## src/rtl/switch_pkg.sv

```systemverilog
// Shared types and constants for the 4-port crossbar switch arbiter.
package switch_pkg;

    localparam int unsigned NUM_PORTS = 4;
    localparam int unsigned PTR_W     = 2;

    typedef logic [PTR_W-1:0]     p_type;
    typedef logic [NUM_PORTS-1:0] mask_t;

    typedef enum logic {
        ST_INIT = 1'b0,
        ST_RUN  = 1'b1
    } state_t;

    localparam mask_t MASK_NONE = '0;

    // True when two destination masks share at least one output port.
    function automatic logic mask_hit(input mask_t a, input mask_t b);
        return |(a & b);
    endfunction

endpackage

```

## src/rtl/rr_claim.sv

```systemverilog
// Rotating scan over the ports: each eligible port claims its outputs unless
// an earlier port in the scan already holds any of them.
module rr_claim
    import switch_pkg::*;
(
    input  mask_t i_eligible,
    input  mask_t i_mask [NUM_PORTS],
    input  p_type i_rr_ptr,
    output mask_t o_selected,
    output p_type o_first,
    output mask_t o_claimed,
    output p_type o_src [NUM_PORTS]
);

    logic  w_found;
    p_type w_idx;

    always_comb begin
        o_selected = '0;
        o_first    = '0;
        o_claimed  = '0;
        w_found    = 1'b0;
        w_idx      = '0;
        for (int j = 0; j < NUM_PORTS; j++) begin
            o_src[j] = '0;
        end
        for (int k = 0; k < NUM_PORTS; k++) begin
            w_idx = i_rr_ptr + PTR_W'(k);
            if (i_eligible[w_idx] && !mask_hit(i_mask[w_idx], o_claimed)) begin
                o_selected[w_idx] = 1'b1;
                o_claimed         = o_claimed | i_mask[w_idx];
                if (!w_found) begin
                    o_first = w_idx;
                    w_found = 1'b1;
                end
                for (int j = 0; j < NUM_PORTS; j++) begin
                    if (i_mask[w_idx][j]) begin
                        o_src[j] = w_idx;
                    end
                end
            end
        end
    end

endmodule

```

## src/rtl/switch_arbiter.sv

```systemverilog
// Crossbar arbiter top: registered grants/routing, round-robin pointer and
// saturating conflict counter around the rr_claim scan.
module switch_arbiter
    import switch_pkg::*;
#(
    parameter int unsigned NUM_PORTS = 4,
    parameter int unsigned CNT_W     = 8
) (
    input  logic                 clk,
    input  logic                 rst_n,
    input  logic [NUM_PORTS-1:0] req,
    input  logic [NUM_PORTS-1:0] pkt_dst0,
    input  logic [NUM_PORTS-1:0] pkt_dst1,
    input  logic [NUM_PORTS-1:0] pkt_dst2,
    input  logic [NUM_PORTS-1:0] pkt_dst3,
    output logic [NUM_PORTS-1:0] grant,
    output logic [PTR_W-1:0]     mux_select0,
    output logic [PTR_W-1:0]     mux_select1,
    output logic [PTR_W-1:0]     mux_select2,
    output logic [PTR_W-1:0]     mux_select3,
    output logic [NUM_PORTS-1:0] arb_active,
    output logic [CNT_W-1:0]     conflict_cnt
);

    state_t r_state;
    state_t w_state_nxt;
    logic   w_run;

    mask_t  r_grant;
    mask_t  r_active;
    p_type  r_mux [NUM_PORTS];
    p_type  r_rr_ptr;
    logic [CNT_W-1:0] r_cnt;

    mask_t  w_mask [NUM_PORTS];
    mask_t  w_has_dst;
    mask_t  w_elig;
    mask_t  w_sel;
    mask_t  w_claimed;
    p_type  w_first;
    p_type  w_src [NUM_PORTS];

    assign w_mask[0] = pkt_dst0;
    assign w_mask[1] = pkt_dst1;
    assign w_mask[2] = pkt_dst2;
    assign w_mask[3] = pkt_dst3;

    // First cycle out of reset is held quiet so no grant follows deassertion directly.
    always_ff @(posedge clk or negedge rst_n) begin
        if (!rst_n) begin
            r_state <= ST_INIT;
        end else begin
            r_state <= w_state_nxt;
        end
    end

    always_comb begin
        w_state_nxt = r_state;
        w_run       = 1'b0;
        case (r_state)
            ST_INIT: w_state_nxt = ST_RUN;
            ST_RUN:  w_run       = 1'b1;
            default: w_state_nxt = ST_INIT;
        endcase
    end

    always_comb begin
        for (int i = 0; i < NUM_PORTS; i++) begin
            w_has_dst[i] = (w_mask[i] != MASK_NONE);
        end
    end

    // A port granted this cycle is transmitting; its req is stale until next cycle.
    assign w_elig = w_run ? (req & w_has_dst & ~r_grant) : '0;

    rr_claim u_rr_claim (
        .i_eligible (w_elig),
        .i_mask     (w_mask),
        .i_rr_ptr   (r_rr_ptr),
        .o_selected (w_sel),
        .o_first    (w_first),
        .o_claimed  (w_claimed),
        .o_src      (w_src)
    );

    always_ff @(posedge clk or negedge rst_n) begin
        if (!rst_n) begin
            r_grant  <= '0;
            r_active <= '0;
            r_rr_ptr <= '0;
            r_cnt    <= '0;
            for (int j = 0; j < NUM_PORTS; j++) begin
                r_mux[j] <= '0;
            end
        end else begin
            r_grant  <= w_sel;
            r_active <= w_claimed;
            for (int j = 0; j < NUM_PORTS; j++) begin
                r_mux[j] <= w_src[j];
            end
            if (|w_sel) begin
                r_rr_ptr <= w_first + PTR_W'(1);
            end
            if ((|(w_elig & ~w_sel)) && (r_cnt != {CNT_W{1'b1}})) begin
                r_cnt <= r_cnt + CNT_W'(1);
            end
        end
    end

    assign grant        = r_grant;
    assign arb_active   = r_active;
    assign mux_select0  = r_mux[0];
    assign mux_select1  = r_mux[1];
    assign mux_select2  = r_mux[2];
    assign mux_select3  = r_mux[3];
    assign conflict_cnt = r_cnt;

endmodule

```

## config.mk

```make
export PLATFORM = sky130hd
export DESIGN_NAME = switch_arbiter
export DESIGN_NICKNAME = d
export VERILOG_FILES = /design/src/rtl/switch_pkg.sv /design/src/rtl/rr_claim.sv /design/src/rtl/switch_arbiter.sv
export SDC_FILE = /design/constraint.sdc
export NUM_CORES = 1
export LEC_CHECK = 0
export ABC_AREA = 1
export ABC_CLOCK_PERIOD_IN_PS = 7600
export BUFFER_PORTS_ARGS = -buffer_cell sky130_fd_sc_hd__buf_2
export CAP_MARGIN = 10
export CORE_ASPECT_RATIO = 0.8
export CORE_MARGIN = 10
export CORE_UTILIZATION = 60
export CTS_CLUSTER_SIZE = 16
export DETAILED_ROUTE_END_ITERATION = 10
export PLACE_DENSITY = 0.91
export SETUP_SLACK_MARGIN = 0.4
export SYNTH_ARGS = -nofsm -noshare
export SYNTH_HDL_FRONTEND = slang
export SYNTH_SLANG_ARGS = --single-unit
```

## constraint.sdc

```tcl
create_clock -name clk -period 7.6 [get_ports clk]
set_input_delay 0.76 -clock clk [delete_from_list [all_inputs] [get_ports clk]]
set_output_delay 0.76 -clock clk [all_outputs]
set_load 0.01 [all_outputs]
```

=== Yosys cells after proc, flatten, opt, wreduce, memory -nomap -nowiden ===
Cells that the tools add are included.

* Flip-flop bits (word level): 27
* Bits of input ports: 22
* Output and inout port bits: 24
* Word-level logic and storage cells: 133

* Equality and inequality tests: 1
* Magnitude comparators: 12
* Mux-type cells: 68
* Bitwise operators: 18
* Reduce and logical (&&, ||, !) cells: 20
* Add/sub/neg operators: 5

{| class="wikitable"
|+ Operator list
! kind !! count
|-
| 4-bit 2-to-1 mux || 17
|-
| 2-bit 2-to-1 mux || 23
|-
| 4-bit binary-select mux with 2-bit select || 4
|-
| 8-bit 2-to-1 mux || 4
|-
| 4-bit bitwise AND || 6
|-
| 4-bit bitwise OR || 6
|-
| 4-bit OR reduction || 5
|-
| 4-bit nonzero test || 4
|-
| 3-bit >= comparator, second input constant || 4
|-
| 2-bit by 3-bit < comparator with 1-bit output, second input constant || 4
|-
| 1-bit 2-to-1 mux || 12
|-
| 2-bit inverter with 3-bit output || 4
|-
| 8-bit by 1-bit adder with 8-bit output, second input constant || 1
|-
| 1-bit binary-select mux with 2-bit select || 4
|-
| 1-bit demux with 2-bit select || 4
|-
| 2-bit by 1-bit >= comparator with 1-bit output, second input constant || 4
|-
| 1-bit logical AND || 8
|-
| 8-bit inequality test, second input constant || 1
|-
| 4-bit inverter || 2
|-
| 2-bit by 1-bit adder with 2-bit output, second input constant || 2
|-
| 2-bit adder, second input constant || 2
|-
| 1-bit zero test || 3
|}

=== Logic depth before layout (Yosys ltp) ===
Gate-level depths: netlist (run 1).

* Depth after elaboration: 26
* Gate-level depth with buffers: 29
* Gate-level depth less buffers: 27

=== Modules after synthesis ===
A second synthesis (run 1) with hierarchy kept.

* Cells, all modules: 473
* Area total of the unflattened synthesis: 2832.7 sq um

{| class="wikitable"
|+ Modules (own cells, without submodules)
! module !! sequential area each (sq um) !! area an instance (sq um) !! cells an instance !! times used
|-
| rr_claim || 0.0 || 1677.9 || 349 || 1
|-
| switch_arbiter || 675.6 || 1154.9 || 124 || 1
|}

=== Worst setup path before layout (run 1) ===
No wires, ideal clock.

* Kind: reg2reg
* From: reg r_rr_ptr[0]
* To: reg r_cnt[2], in the netlist conflict_cnt[2]
* Data required time: 7.534 ns
* Buffers on the path: 4
* Setup time: 0.066 ns
* Slack: 4.241 ns
* Cell stages (with the launch flop): 26
* Arrival time: 3.293 ns
* Period minus slack after synthesis: 3.359 ns
* Path through: dfrtp_1 > buf_6 > inv_4 > buf_6 > clkbuf_1 > ha_1 > buf_2 > inv_1 > nor2_1 > a21oi_2 > nor2_2 > nor2_4 > nand3b_2 > a21boi_2 > nor2_4 > nand3_2 > nand2_1 > nand2_1 > nand2_1 > nor2_4 > nand3_1 > nand3_1 > nand2_2 > o21ai_4 > nand2_1 > nand2_1

* Longest elaborated chain between the ends: 24
* Elaborated cells on any way between the ends: 75
* Classes of those cells: add/sub (3); order compare (8); mux (35); bitwise (14); reduce/logical (15)

{| class="wikitable"
|+ RTL lines
! item !! RTL line !! source
|-
| start: declaration || switch_arbiter.sv:32 || <nowiki>p_type r_rr_ptr;</nowiki>
|-
| start signal: assignment || switch_arbiter.sv:102 || <nowiki>r_rr_ptr <= w_first + PTR_W'(1);</nowiki>
|-
| 2-bit by 1-bit adder with 2-bit output or 2-bit inverter with 3-bit output (tied branches) || n/a ||
|-
| 2-bit inverter with 3-bit output (implied by the code) or 4-bit binary-select mux with 2-bit select (tied branches) || rr_claim.sv:29, rr_claim.sv:31 ||
|-
| 4-bit binary-select mux with 2-bit select or 4-bit 2-to-1 mux (tied branches) || rr_claim.sv:29, rr_claim.sv:31 ||
|-
| 4-bit 2-to-1 mux (on tied branches) (2 in series) || rr_claim.sv:29, rr_claim.sv:31 ||
|-
| 4-bit bitwise AND || switch_pkg.sv:19 || <nowiki>return |(a & b);</nowiki>
|-
| 4-bit OR reduction || switch_pkg.sv:19 ||
|-
| 1-bit zero test || rr_claim.sv:29 || <nowiki>if (i_eligible[w_idx] && !mask_hit(i_mask[w_idx], o_claimed)) begin</nowiki>
|-
| 1-bit logical AND || rr_claim.sv:29 ||
|-
| [7 not listed] || n/a ||
|-
| 4-bit OR reduction || switch_pkg.sv:19 ||
|-
| 1-bit zero test || rr_claim.sv:29 ||
|-
| 1-bit logical AND || rr_claim.sv:29 ||
|-
| 4-bit 2-to-1 mux (*) || rr_claim.sv:29 ||
|-
| 4-bit inverter (*) || switch_arbiter.sv:104 || <nowiki>if ((|(w_elig & ~w_sel)) && (r_cnt != {CNT_W{1'b1}})) begin</nowiki>
|-
| 4-bit bitwise AND (*) || switch_arbiter.sv:104 ||
|-
| 4-bit OR reduction (*) || switch_arbiter.sv:104 ||
|-
| 1-bit logical AND (*) || switch_arbiter.sv:104 ||
|-
| end signal: assignment || switch_arbiter.sv:105 || <nowiki>r_cnt <= r_cnt + CNT_W'(1);</nowiki>
|-
| end: declaration || switch_arbiter.sv:33 || <nowiki>logic [CNT_W-1:0] r_cnt;</nowiki>
|}

Every way passes the cells marked *; elsewhere a longest branch is shown, timed or not. The select of a mux whose other input is x is not followed.
A chain may end at the register's enable or synchronous reset.

=== Worst setup path in the final report (run 1) ===
* From: reg r_rr_ptr[0]
* To: reg r_cnt[3], in the netlist conflict_cnt[3]

Same word-level chain as after synthesis.

==> results of run 1 <==
[worst max-delay path, stage by stage (launching register included)]
cell	delay [ns]
dfrtp_1	0.97
inv_4	0.29
ha_1	0.50
inv_1	0.32
nor2_1	0.14
a21oi_2	0.16
nor2_2	0.07
nor2_4	0.17
nand3_2	0.09
nand2_1	0.09
nand2_1	0.06
nand2_1	0.13
nor2_4	0.07
nand3_2	0.09
nand2_1	0.06
nand2_1	0.06
nand2_1	0.09
nor2_4	0.17
nand3_2	0.12
nand3_1	0.10
nand2_2	0.09
o21ai_4	0.27
nand2_1	0.09
nand2_1	0.07
[stage by stage]
stage | setup WS, ns | hold slack, ns | instances | cell area, um2 | util
floorplan | 4.24 | 0.464 | 362 | 2380 | -
detailed placement | 3.39 | 0.488 | 454 | 2620 | 0.689
global placement | 3.54 | 0.478 | 454 | 2620 | 0.689
global route | 2.86 | 0.530 | 458 | 2670 | 0.702
CTS | 3.34 | 0.506 | 458 | 2670 | 0.702
finish | 3.25 | 0.476 | 458 | 2670 | 0.702
[worst min path at each step]
stage	start	endpoint	cells past startpoint
after floorplan	rst_n	arb_active[0]	0
after global placement	conflict_cnt[4]	conflict_cnt[4]	2
final	rst_n	mux_select0[0]	1
after global routing	rst_n	grant[0]	1
after CTS	rst_n	mux_select0[0]	1
after detailed placement	conflict_cnt[4]	conflict_cnt[4]	2
[kinds of logic after synthesis]
| group | after synthesis | synth area share |
|---|---|---|
| compound gates | 58 | 0.156 |
| xor+xnor | 6 | 0.0221 |
| fa+ha+maj | 6 | 0.0316 |
| buf+inv | 58 | 0.102 |
| flops | 27 | 0.284 |
| other cells | 1 | 0.00158 |
| simple gates | 206 | 0.403 |
[cells in the mapped netlist (2+ instances only)]
cell,number
xnor2_1,2
nand2_2,5
o21ai_0,15
o21bai_1,2
nand2_1,117
dfrtp_1,27
inv_1,40
xor2_1,4
ha_1,6
o21ai_1,15
clkbuf_1,2
buf_6,2
inv_2,9
nand3_2,12
o22ai_1,2
a31oi_1,5
buf_2,3
a21boi_2,2
o221ai_1,8
nand4_1,4
nor2_4,3
nor2_1,26
nand3_1,33
a21oi_1,4
[layout make-up]
class,count,area (um2)
sequential,27,676
timing repair buffer,45,225
multi-input combinational,277,1460
inverter,50,190
clock inverter,1,7.51
fill,341,1130
clock buffer,3,41.3
tap,55,68.8
[metal layers]
| metal | GRT usage | share of wire | routed length [um] |
|---|---|---|---|
| met5 | 0 | 0 | 0 |
| met4 | 0.0460 | 0.0091 | 62 |
| met3 | 0.0541 | 0.11 | 754 |
| met2 | 0.295 | 0.42 | 2860 |
| met1 | 0.265 | 0.46 | 3100 |
[flip-flops by register name, indices dropped and copies added, names as in the netlist]
register,count
arb_active,4
conflict_cnt,8
grant,4
mux_select0,2
mux_select1,2
mux_select2,2
mux_select3,2
r_rr_ptr,2
r_state,1
==> metrics.cfg, run 1 <==
[detailed_routing]
viasPerCell = 5.57
wl_um = 6780
vias = 2550
dr.pass1.iters = 5
avgRoutedWirePerCell_um = 14.8
antenna_left = 0
drc = 0
drt_iter0_drc = 368

[clocking]
post-cts-setup-buffer-count = 0
clk_latency_ns = 0.28
tritoncts = yes
cts.reportedPaths.clkPinSlew_ns = 0.09
cts_root_buffer = clkbuf_8
hold_buffers = 0
numCtsBuffers = 3
clock_sinks = 27
h-tree-depth = 1
post_cts_resized = 0
clock_path_buffers = 2

[die]
start_util = 0.625
fp-row-count = 20
fp.coreArea_um2 = 3800
boundaryPins = 46
die_y_um = 76.3
dieArea_um2 = 6900
die_w_um = 90.4

[logic_synthesis]
synth_top_area_cell = dfrtp_1
synth_top_cell_area_share = 0.284
synth_cell_types = 38
syn_avg_cell_area_um2 = 6.57
yosys_warnings = 0
ys_seq_area_frac = 0.284
netlist_top_cells_area = dfrtp_1, nand2_1, nand3_1
synth_flop_cell = dfrtp_1
syn_nets = 390
async_flop_share = 1.00
synth-edff-count = 0
synth_area_um2 = 2380
syn_inst = 362
ys_seq_elements = 27

[outcome]
status = finished clean

[sta]
slew_violations = 0
tns_ns = 0
period_share = 0.572
rsz0062_at_grt = no
worst_pin_slew_ns = 0.945
hold_violations = 0
setup_violations = 0
slew_headroom = 0.370
finClkSkew_ns = 0.00244
layout_min_cycle_time_ns = 4.35
timing.fmax_mhz = 230

[worst_setup_path]
worstPathMaxFanout = 29
critical_path_class = reg2reg
r2r-end = conflict_cnt[3]
r2r_start = r_rr_ptr[0]
crit_path_start = r_rr_ptr[0]
arrival_ns = 4.57
crit_path_end = conflict_cnt[3]
r2r_slack_ns = 3.25
worstPathRequired_ns = 7.82
critPathLaunchType = flop
endpoint_kind = flop
r2r_cells = 23

[place]
dp_hpwl_um = 5430
gp_congestion = 0.996
numPortBuffers = 45

[global_route]
grt_max_degree = 30
overflow = 0
grt_pass1_wl_um = 11400
antenna_found_initial = 0
grtUsageTotal = 0.194
grt_pass1_vias = 2442

[layout]
final_common_cell = nand2_1
fin_nets = 432
layout_common_cells = nand2_1, buf_2, inv_1, nand3_1, dfrtp_1
n_antenna_cell = 0
syn_to_final_growth_pct = 12.2
drive_gt1_frac = 0.218

[run]
drv_cap = 0

[worst_hold_path]
hp-class = in2async

Power of run 1 is not shown: default switching activity piles up to over one toggle a cycle in this logic, so the estimate is an artifact.
==> inputs of run 2 (changes only) <==
--- a/config.mk
+++ b/config.mk
@@ -5,16 +5,16 @@
 export SDC_FILE = /design/constraint.sdc
 export NUM_CORES = 1
 export LEC_CHECK = 0
-export ABC_AREA = 1
-export ABC_CLOCK_PERIOD_IN_PS = 7600
+export ABC_AREA = 0
+export ABC_CLOCK_PERIOD_IN_PS = 4100
 export BUFFER_PORTS_ARGS = -buffer_cell sky130_fd_sc_hd__buf_2
 export CAP_MARGIN = 10
 export CORE_ASPECT_RATIO = 0.8
 export CORE_MARGIN = 10
-export CORE_UTILIZATION = 60
+export CORE_UTILIZATION = 56
 export CTS_CLUSTER_SIZE = 16
 export DETAILED_ROUTE_END_ITERATION = 10
-export PLACE_DENSITY = 0.91
+export PLACE_DENSITY = 0.86
 export SETUP_SLACK_MARGIN = 0.4
 export SYNTH_ARGS = -nofsm -noshare
 export SYNTH_HDL_FRONTEND = slang
==> constraint.sdc (replaced) <==
create_clock -name clk -period 4.1 [get_ports clk]
set_input_delay 0.41 -clock clk [delete_from_list [all_inputs] [get_ports clk]]
set_output_delay 0.41 -clock clk [all_outputs]
set_load 0.01 [all_outputs]
==> metrics.cfg, run 2 <==
[logic_synthesis]
yosys_warnings = 0  ; unchanged
syn_nets = 249  ; -36%
netlist_top_cells_area = dfrtp_1, mux4_2, a221oi_1
synth_common_cells = dfrtp_1, mux4_2, nand2_1, nor2_1
synth-edff-count = 0  ; unchanged
synth_cell_types = 56  ; +47%
ys_seq_area_frac = 0.287  ; +0.00287
syn_avg_cell_area_um2 = 10.7  ; +62%
synth_top_area_cell = dfrtp_1
synth_flop_cell = dfrtp_1
ys_seq_elements = 27  ; unchanged
synth_top_cell_area_share = 0.287  ; +0.00287
syn_inst = 221  ; -39%
synth_area_um2 = 2350  ; -1.0%
synth.most_common_cell = dfrtp_1
async_flop_share = 1.00  ; unchanged

[layout]
largest_reg_flops = 8  ; unchanged
layout_common_cells = buf_2, dfrtp_1, mux4_2, nand2_1, buf_4
final_design_area_no_fill_um2 = 2880  ; +7.8%
fin_nets = 305  ; -29%
final_common_cell = buf_2
drive_gt1_frac = 0.413  ; +0.195
n_antenna_cell = 0  ; unchanged
syn_to_final_growth_pct = 22.2

[sta]
tns_ns = 0  ; unchanged
setup_slack_ns = 0.337  ; -2.91 ns
period_share = 0.918  ; +0.345
hold_violations = 0  ; unchanged
whs_ns = 0.127  ; -0.348 ns
setup_violations = 0  ; unchanged
timing.fmax_mhz = 266  ; +16%
worst_pin_slew_ns = 0.604  ; -0.341 ns
rsz0062_at_grt = yes
slew_violations = 0  ; unchanged
finClkSkew_ns = 0.00349  ; +0.00106 ns
slew_headroom = 0.597  ; +0.227
layout_min_cycle_time_ns = 3.76  ; -0.586 ns

[clocking]
numCtsBuffers = 3  ; unchanged
clk_latency_ns = 0.27  ; about the same
clock_sinks = 27  ; unchanged
tritoncts = yes
cts.reportedPaths.clkPinSlew_ns = 0.10  ; about the same
cts_root_buffer = clkbuf_8
h-tree-depth = 1  ; unchanged
clock_path_buffers = 2  ; unchanged

[worst_setup_path]
worstPathMaxFanout = 6  ; -79%
arrival_ns = 3.93  ; -0.64 ns
r2r_start = r_rr_ptr[0]
r2r_cells = 13  ; -43%
critical_path.max_stage_delay_ns = 0.56  ; -0.41 ns
cp_common_cell = buf_4
crit_path_start = r_rr_ptr[0]
critPathLaunchType = flop
crit_path_end = conflict_cnt[6]
r2r_slack_ns = 0.34  ; -2.91 ns
worstPathRequired_ns = 4.27  ; -3.55 ns
path_cells = inv_2 > ha_4 > mux4_2 > a222oi_1 > buf_4 > buf_4 > nor2_1 > o211ai_1 > a211oi_1 > a221o_2 > o2111ai_4 > nand4_2 > mux2_4
cp_slowest_cell = mux4_2
endpoint_kind = flop
critical_path_class = reg2reg
r2r-end = conflict_cnt[6]

[global_route]
grt_pass1_vias = 2180  ; -11%
grt_pass1_wl_um = 10800  ; -6.0%
overflow = 0  ; unchanged
grt_max_degree = 35  ; +17%
antenna_found_initial = 0  ; unchanged
grtUsageTotal = 0.177  ; -0.0173

[detailed_routing]
avgRoutedWirePerCell_um = 20.4  ; +38%
dr.pass1.iters = 5  ; unchanged
drt_iter0_drc = 314  ; -15%
drc = 0  ; unchanged
viasPerCell = 6.91  ; +24%
antenna_left = 0  ; unchanged
wl_um = 6810  ; +0.49%
vias = 2300  ; -9.8%

[pwr]
p_total_mw = 2.54
p_leak_nw = 1.24
ir_drop_mv = 0.659
powerDensity_nw_per_um2 = 881

[run]
drv_cap = 0  ; unchanged

[die]
start_util = 0.571  ; -0.0545
fp-row-count = 21  ; +5.0%
boundaryPins = 46  ; unchanged
fp.coreArea_um2 = 4130  ; +8.5%
dieArea_um2 = 7220  ; +4.6%
die_w_um = 92.5  ; +2.3%
die_y_um = 78  ; +2.2%

[place]
gp_congestion = 0.943  ; -5.3%
dp_hpwl_um = 4820  ; -11%
dpl_cell_area_um2 = 2660  ; +1.6%
numPortBuffers = 45  ; unchanged
dp_slack_ns = 0.202  ; -3.19 ns

[outcome]
status = finished clean

[worst_hold_path]
hp-class = in2async

==> run 2: how the worst min path moves through the flow <==
stage	from	end	slack (ns)	depth (start not counted)
final	rst_n	mux_select2[0]	0.13	1
after global routing	rst_n	mux_select0[0]	0.16	1
after CTS	rst_n	mux_select2[1]	0.15	1
after detailed placement	rst_n	mux_select2[0]	0.46	1
after global placement	rst_n	arb_active[2]	0.46	1
after floorplan	rst_n	arb_active[0]	0.11	0
==> run 2: layout make-up <==
class,count,area (um2)
repair buffers,64,379
well taps,57,71.3
multi-input cells,176,1680
clock buffers,3,41.3
inverters,5,22.5
fillers,311,1250
clock inverters,1,7.51
flip-flops and latches,27,676
==> run 2: what timing repair did <==
| action | 4_1_cts | 5_1_grt |
|---|---|---|
| gates resized for setup | 4 | 15 |
| endpoints found under the setup margin | 10 | 10 |
| hold buffers | 0 | 0 |
| buffers inserted | 5 | 5 |
| pin swaps | 4 | 12 |
==> run 2: worst max-delay path, delay by kind of cell, from the launching register on <==
family	cells	cell delay, ns
DFF	1	0.41
buffers and inverters	3	0.35
AOI/OAI and AO/OA	5	1.54
adders and majority gates	1	0.31
and+or+nand+nor	2	0.18
muxes	2	0.87
==> run 2: power breakdown <==
part	internal, mW	switching, mW
registers	0.375	0.0654
clock network	0.0690	0.0865
logic	0.898	1.04
==> run 2: cell families after synthesis <==
group                      Yosys count  share of synthesized area
buffers and inverters               18                     0.0399
and+or+nand+nor                     71                      0.167
xor gates and xnor gates             5                     0.0186
other                                1                    0.00159
adders and majority gates            6                     0.0319
DFF                                 27                      0.287
muxes                               26                      0.211
AOI/OAI and AO/OA                   67                      0.243
==> run 2: metrics by stage <==
step           utilization  std cells
2_1_floorplan            -        221
3_5_place_dp         0.645        319
4_1_cts              0.668        328
5_1_grt              0.697        333
6_report             0.697        333
3_3_place_gp         0.645        319
==> run 2: routing by layer <==
layer  track usage  wire length, um  part of all wire  up-vias
li1              -                -                 -     1013
met1         0.234             2740              0.40     1099
met2         0.269             3180              0.47      165
met3        0.0615              770              0.11       23
met4        0.0492              123             0.018        0
met5             0                0                 0        -
Power figures use the tool's default switching activity.
